==> src/rtl/mtimer_if.sv <==
// mtimer_if: CPU data-bus request/response bundle between the CPU master and the mtimer slave.
interface mtimer_if;
    logic [31:0] i_bus_address;
    logic [31:0] i_bus_data;
    logic        i_bus_DV;
    logic [2:0]  i_bhw;
    logic        i_write_notread;
    logic [31:0] o_bus_data;
    logic        o_bus_DV;

    modport master (
        output i_bus_address, i_bus_data, i_bus_DV, i_bhw, i_write_notread,
        input  o_bus_data, o_bus_DV
    );
    modport slave (
        input  i_bus_address, i_bus_data, i_bus_DV, i_bhw, i_write_notread,
        output o_bus_data, o_bus_DV
    );
endinterface

==> src/rtl/mtimer.sv <==
// mtimer: memory-mapped 64-bit mtime/mtimecmp machine timer with level interrupt.
// Define MTIMER_SNAPSHOT_EN to latch mtime[63:32] on MTIME_LO reads for tear-free LO/HI pairs.
module mtimer #(
    parameter logic [31:0] BASE_ADDR = 32'h0200_0000,
    parameter int unsigned PRESCALE  = 1
) (
    input  logic    i_clk,
    input  logic    i_rst_n,
    mtimer_if.slave bus,
    output logic    o_timer_int
);
    localparam logic [15:0] PCNT_MAX = 16'(PRESCALE - 1);

    logic [63:0] r_mtime, r_mtimecmp, w_mtime_inc, w_mtime_nx, w_cmp_nx;
    logic [31:0] r_rdata, w_rdata, w_hi_rd;
    logic [15:0] r_pcnt, w_off;
    logic        r_dv, r_int;
    logic        w_sel, w_rd, w_wr, w_tick, w_wr_tlo, w_wr_thi, w_wr_clo, w_wr_chi;

    function automatic logic [31:0] f_merge(input logic [31:0] old, input logic [31:0] d,
                                            input logic [2:0] bhw, input logic [1:0] a);
        logic [31:0] r;
        r = old;
        if (bhw == 3'b001) r[{a, 3'b000} +: 8] = d[7:0];
        else if (bhw == 3'b010) r[{a[1], 4'b0000} +: 16] = d[15:0];
        else r = d;
        return r;
    endfunction

    assign w_sel    = bus.i_bus_DV && (bus.i_bus_address[31:16] == BASE_ADDR[31:16]);
    assign w_off    = {bus.i_bus_address[15:2], 2'b00};
    assign w_wr     = w_sel && bus.i_write_notread;
    assign w_rd     = w_sel && !bus.i_write_notread;
    assign w_wr_clo = w_wr && (w_off == 16'h4000);
    assign w_wr_chi = w_wr && (w_off == 16'h4004);
    assign w_wr_tlo = w_wr && (w_off == 16'hBFF8);
    assign w_wr_thi = w_wr && (w_off == 16'hBFFC);
    assign w_tick   = (r_pcnt == PCNT_MAX);

    // A write to either mtime half swallows that cycle's tick for the whole register.
    assign w_mtime_inc = w_tick ? r_mtime + 64'd1 : r_mtime;
    assign w_mtime_nx  = (w_wr_tlo || w_wr_thi) ?
        {w_wr_thi ? f_merge(r_mtime[63:32], bus.i_bus_data, bus.i_bhw, bus.i_bus_address[1:0]) : r_mtime[63:32],
         w_wr_tlo ? f_merge(r_mtime[31:0], bus.i_bus_data, bus.i_bhw, bus.i_bus_address[1:0]) : r_mtime[31:0]} :
        w_mtime_inc;
    assign w_cmp_nx =
        {w_wr_chi ? f_merge(r_mtimecmp[63:32], bus.i_bus_data, bus.i_bhw, bus.i_bus_address[1:0]) : r_mtimecmp[63:32],
         w_wr_clo ? f_merge(r_mtimecmp[31:0], bus.i_bus_data, bus.i_bhw, bus.i_bus_address[1:0]) : r_mtimecmp[31:0]};

`ifdef MTIMER_SNAPSHOT_EN
    logic [31:0] r_snap;
    always_ff @(posedge i_clk or negedge i_rst_n) begin
        if (!i_rst_n) r_snap <= '0;
        else if (w_rd && (w_off == 16'hBFF8)) r_snap <= r_mtime[63:32];
    end
    assign w_hi_rd = r_snap;
`else
    assign w_hi_rd = r_mtime[63:32];
`endif

    assign w_rdata = (w_off == 16'h4000) ? r_mtimecmp[31:0]  :
                     (w_off == 16'h4004) ? r_mtimecmp[63:32] :
                     (w_off == 16'hBFF8) ? r_mtime[31:0]     :
                     (w_off == 16'hBFFC) ? w_hi_rd           : 32'd0;

    always_ff @(posedge i_clk or negedge i_rst_n) begin
        if (!i_rst_n) begin
            r_pcnt     <= '0;
            r_mtime    <= '0;
            r_mtimecmp <= '1;
            r_dv       <= 1'b0;
            r_rdata    <= '0;
            r_int      <= 1'b0;
        end else begin
            r_pcnt     <= w_tick ? 16'd0 : r_pcnt + 16'd1;
            r_mtime    <= w_mtime_nx;
            r_mtimecmp <= w_cmp_nx;
            r_dv       <= w_sel;
            if (w_rd) r_rdata <= w_rdata;
            r_int      <= (w_mtime_nx >= w_cmp_nx);
        end
    end

    assign bus.o_bus_data = r_rdata;
    assign bus.o_bus_DV   = r_dv;
    assign o_timer_int    = r_int;
endmodule

==> src/flat_wrapper.sv <==
// flat-port wrapper written by rule: the top's interface ports become plain ports
module mtimer_flat 
#(
    parameter logic [31:0] BASE_ADDR = 32'h0200_0000,
    parameter int unsigned PRESCALE  = 1
)
  (i_clk, i_rst_n, o_timer_int, bus_i_bus_address, bus_i_bus_data, bus_i_bus_DV, bus_i_bhw, bus_i_write_notread, bus_o_bus_data, bus_o_bus_DV);
  mtimer_if bus_i ();
  input  logic i_clk;
  input  logic i_rst_n;
  output logic o_timer_int;
  input wire logic [$bits(bus_i.i_bus_address)-1:0] bus_i_bus_address;
  input wire logic [$bits(bus_i.i_bus_data)-1:0] bus_i_bus_data;
  input wire logic [$bits(bus_i.i_bus_DV)-1:0] bus_i_bus_DV;
  input wire logic [$bits(bus_i.i_bhw)-1:0] bus_i_bhw;
  input wire logic [$bits(bus_i.i_write_notread)-1:0] bus_i_write_notread;
  output wire logic [$bits(bus_i.o_bus_data)-1:0] bus_o_bus_data;
  output wire logic [$bits(bus_i.o_bus_DV)-1:0] bus_o_bus_DV;
  assign bus_i.i_bus_address = bus_i_bus_address;
  assign bus_i.i_bus_data = bus_i_bus_data;
  assign bus_i.i_bus_DV = bus_i_bus_DV;
  assign bus_i.i_bhw = bus_i_bhw;
  assign bus_i.i_write_notread = bus_i_write_notread;
  assign bus_o_bus_data = bus_i.o_bus_data;
  assign bus_o_bus_DV = bus_i.o_bus_DV;
  mtimer #(.BASE_ADDR(BASE_ADDR), .PRESCALE(PRESCALE)) u_core (.i_clk(i_clk), .i_rst_n(i_rst_n), .bus(bus_i), .o_timer_int(o_timer_int));
endmodule
==> config.mk <==
export PLATFORM = sky130hd
export DESIGN_NAME = mtimer_flat
export DESIGN_NICKNAME = d
export VERILOG_FILES = /design/src/rtl/mtimer_if.sv /design/src/rtl/mtimer.sv /design/src/flat_wrapper.sv
export SDC_FILE = /design/constraint.sdc
export NUM_CORES = 1
export LEC_CHECK = 0
export CELL_PAD_IN_SITES_DETAIL_PLACEMENT = 0
export CELL_PAD_IN_SITES_GLOBAL_PLACEMENT = 1
export CORE_UTILIZATION = 50
export CTS_BUF_LIST = sky130_fd_sc_hd__clkbuf_8
export DETAILED_ROUTE_END_ITERATION = 12
export PLACE_DENSITY = 0.86
export SETUP_SLACK_MARGIN = 0.02
export SLEW_MARGIN = 25
export SYNTH_ARGS = -nofsm -noshare
export SYNTH_HDL_FRONTEND = slang
export SYNTH_SLANG_ARGS = --single-unit
==> constraint.sdc <==
create_clock -name i_clk -period 6.3 [get_ports i_clk]
set_input_delay 0.945 -clock i_clk [delete_from_list [all_inputs] [get_ports i_clk]]
set_output_delay 0.945 -clock i_clk [all_outputs]
set_load 0.1 [all_outputs]
==> impl_metrics.toml <==
[floorplanning]
io_pins = 105
die_y_um = 169.5
fp.coreArea_sq_um = 27250
dieArea_sq_um = 28720
fp.dieW_um = 169.5
rows = 60
initial_core_util = 0.5145

[clocking]
cts_buffer_depth = 2
cts_tree = "built"
insertion_delay_ns = 0.51
cts_root_buffer = "clkbuf_8"
cts.sinks = 178
cts-resized-gates = 0
ctsHtreeMaxLevel = 4
clkTransAtPathRegs_ns = 0.11
cts_hold_buf = 0
numCtsBuffers = 17
cts_setup_buffers = 0

[setup_path]
reg2reg_from = "u_core.r_pcnt[0]"
path_buf_inv = 2
crit_top_cell = "nand4_1"
crit_family = "simple AND/OR/NAND/NOR gates"
crit_chain = "inv_1 -> ha_1 -> or4b_1 -> nor4_1 -> nand4_1 -> buf_4 -> nor2_1 -> a211oi_1 -> nor3_1 -> ha_1 -> nand4_1 -> nor3_1 -> nand3_1 -> a211oi_1 -> o21ai_0 -> nand4_1"
startpoint_type = "register"
end_kind = "register"
critPathMaxStageDelay_ns = 0.64
startpoint = "u_core.r_pcnt[0]"
cp.arrival_ns = 5.81
crit_required_ns = 6.74
slowest_stage = "nor4_1"
critPathKind = "reg -> reg"
cp.depth = 16
worstRegToRegCells = 16
worstPathMaxFanout = 7

[power_and_ir_drop]
vdd_ir_drop_max_v = 0.0001485
powerDensity_nw_per_um2 = 143.8
leakagePower_uw = 0.006278

[sta]
fmax_ghz = 0.1861
fin_setup_tns_ns = 0
fin_crit_sh = 0.8531
hold_viol = 0
tightest_slew_ns = 1.062
drv_slew = 0
rsz0062_at_grt = "no"
setup_viol = 0
clock_skew_ns = 0.03289
slew-limit-headroom = 0.2898
period_minus_slack_ns = 5.374

[drt]
drtIter0Drc = 2105
dr_total_vias = 15660
ant_nets = 0
drt_pre_antenna_iters = 6
drt-vias-per-instance = 7.020
wl_per_cell_um = 27.54
drc = 0
drt_wl_total_um = 61440

[cells_and_area]
synthToLayoutAreaGrowth_pct = 14.10
final_cell_mix = "o21ai_0 (247), a21oi_1 (181), nand2_1 (180)"
fin_area_sq_um = 16000
num_antenna_cells = 0
fillers = 2557
drive_gt1_frac = 0.1103
final_common_cell = "o21ai_0"
layout.nets = 1989

[place]
io_buffers = 104
hpwl_um = 44850
postPlaceCellArea_sq_um = 15600
place_congestion = 1.058

[logic_synthesis]
yosysWarnings = 0
synthArstFlopShare = 1.000
syn_nets = 1922
yosysSeqAreaShare = 0.3234
ys_seq_elements = 178
netlist_area_sq_um = 14020
synth.distinct_cells = 82
avgSynthCellArea_sq_um = 7.881
synth_ff_type = "dfrtp_1"
syn_inst = 1779
synth_edf_count = 0

[global_route]
top_usage_layer = "met2"
grt_pass1_vias = 14830
gr-usage-met3 = 0.1143
use_met1 = 0.5715
grt_max_degree = 63
antenna_found_initial = 1
grt_pass1_wl_um = 91840
overflow = 0
use_met2 = 0.6443
grtUsageTotal = 0.4317

[job]
maxCapViolations = 0

[run_status]
outcome = "finished, final reports clean"

[min_path]
min-delay-path-class = "in -> async"
-- final cells by class --
| type | instances | area [sq um] | area share |
|---|---|---|---|
| multi-input combinational | 1402 | 8733 | 0.5459 |
| sequential | 178 | 4534 | 0.2834 |
| timing repair buffer | 180 | 1627 | 0.1017 |
| tap | 372 | 465.4 | 0.02909 |
| inverter | 67 | 251.5 | 0.01572 |
| clock buffer | 18 | 247.7 | 0.01549 |
| clock inverter | 14 | 138.9 | 0.008681 |
-- worst register-to-register path: stages, from the launching register on --
cell and delay (ns):
dfrtp_1 0.45, inv_1 0.08, ha_1 0.16, or4b_1 0.50, nor4_1 0.64, nand4_1 0.60, buf_4 0.36, nor2_1 0.55
a211oi_1 0.17, nor3_1 0.34, ha_1 0.20, nand4_1 0.12, nor3_1 0.52, nand3_1 0.22, a211oi_1 0.20, o21ai_0 0.11
nand4_1 0.11
-- layer usage --
metal	routed length [um]	up-vias
met2	26080	1117
met3	7359	220
met1	24500	7499
met4	3496	0
li1	-	6825
met5	0	-
-- final timing paths --
kind | endpoint | slack [ns]
max | u_core.o_timer_int | 0.93
min | u_core.r_mtime[18] | 0.43
max reg2reg | u_core.o_timer_int | 0.93
min reg2reg | u_core.bus.o_bus_data[24] | 0.49
max in group asynchronous | u_core.r_mtime[5] | 4.54
min in group i_clk | u_core.bus.o_bus_data[24] | 0.49
-- cells in the mapped netlist (15+ instances only) --
cell,number,share of area
xnor2_1,21,0.013
nand2b_1,19,0.0085
ha_1,72,0.064
inv_1,66,0.018
nand2_1,181,0.048
dfstp_2,64,0.12
nor4_1,20,0.0089
a211oi_1,18,0.0096
nor2b_1,15,0.0067
o21ai_0,247,0.088
a21o_1,28,0.015
o21a_1,25,0.013
and3_1,21,0.0094
and2_1,19,0.0085
a32oi_1,34,0.021
nand3_1,52,0.019
nand4_1,38,0.017
clkbuf_1,98,0.026
buf_2,19,0.0068
a31oi_1,23,0.010
a21oi_1,181,0.065
o31ai_1,17,0.0091
o22ai_1,19,0.0085
a22oi_1,31,0.017
nor3_1,40,0.014
nor2_1,79,0.021
dfrtp_1,114,0.20
and4_1,17,0.011
a221oi_1,16,0.010
-- per-stage QoR --
stage / hold WS, ns / setup slack, ns / utilization / total power [uW] / instances
global route: 0.4372 / 0.8612 / 0.5871 / 2362 / 2231
global placement: 0.4604 / 0.7565 / 0.5725 / 1476 / 2198
detailed placement: 0.4689 / 0.6877 / 0.5725 / 1476 / 2198
floorplan: 0.4515 / 1.145 / - / 1312 / 1779
finish: 0.4259 / 0.9256 / 0.5871 / 2301 / 2231
CTS: 0.4301 / 1.155 / 0.5866 / 2289 / 2230
-- power by group --
part | switching [uW] | total [uW] | internal, uW
combinational | 221 | 327 | 107
sequential | 0.00234 | 1140 | 1140
clock | 527 | 829 | 302
-- logic make-up after synthesis --
group,count (synthesis),share of synthesized area
multiplexers,14,0.01035
AO/OA/AOI/OAI,727,0.3221
AND/OR/NAND/NOR,562,0.2074
buffers and inverters,199,0.05559
XOR/XNOR,27,0.01687
adder cells (fa/ha/maj),72,0.06425
flip-flops,178,0.3234
-- state kept, by name (all words and copies together) (netlist names) --
signal / cells
u_core.r_mtimecmp: 64
u_core.o_timer_int: 1
u_core.bus.o_bus_data: 32
u_core.bus.o_bus_DV: 1
u_core.r_pcnt: 16
u_core.r_mtime: 64
(Power assumes the default switching activity.)
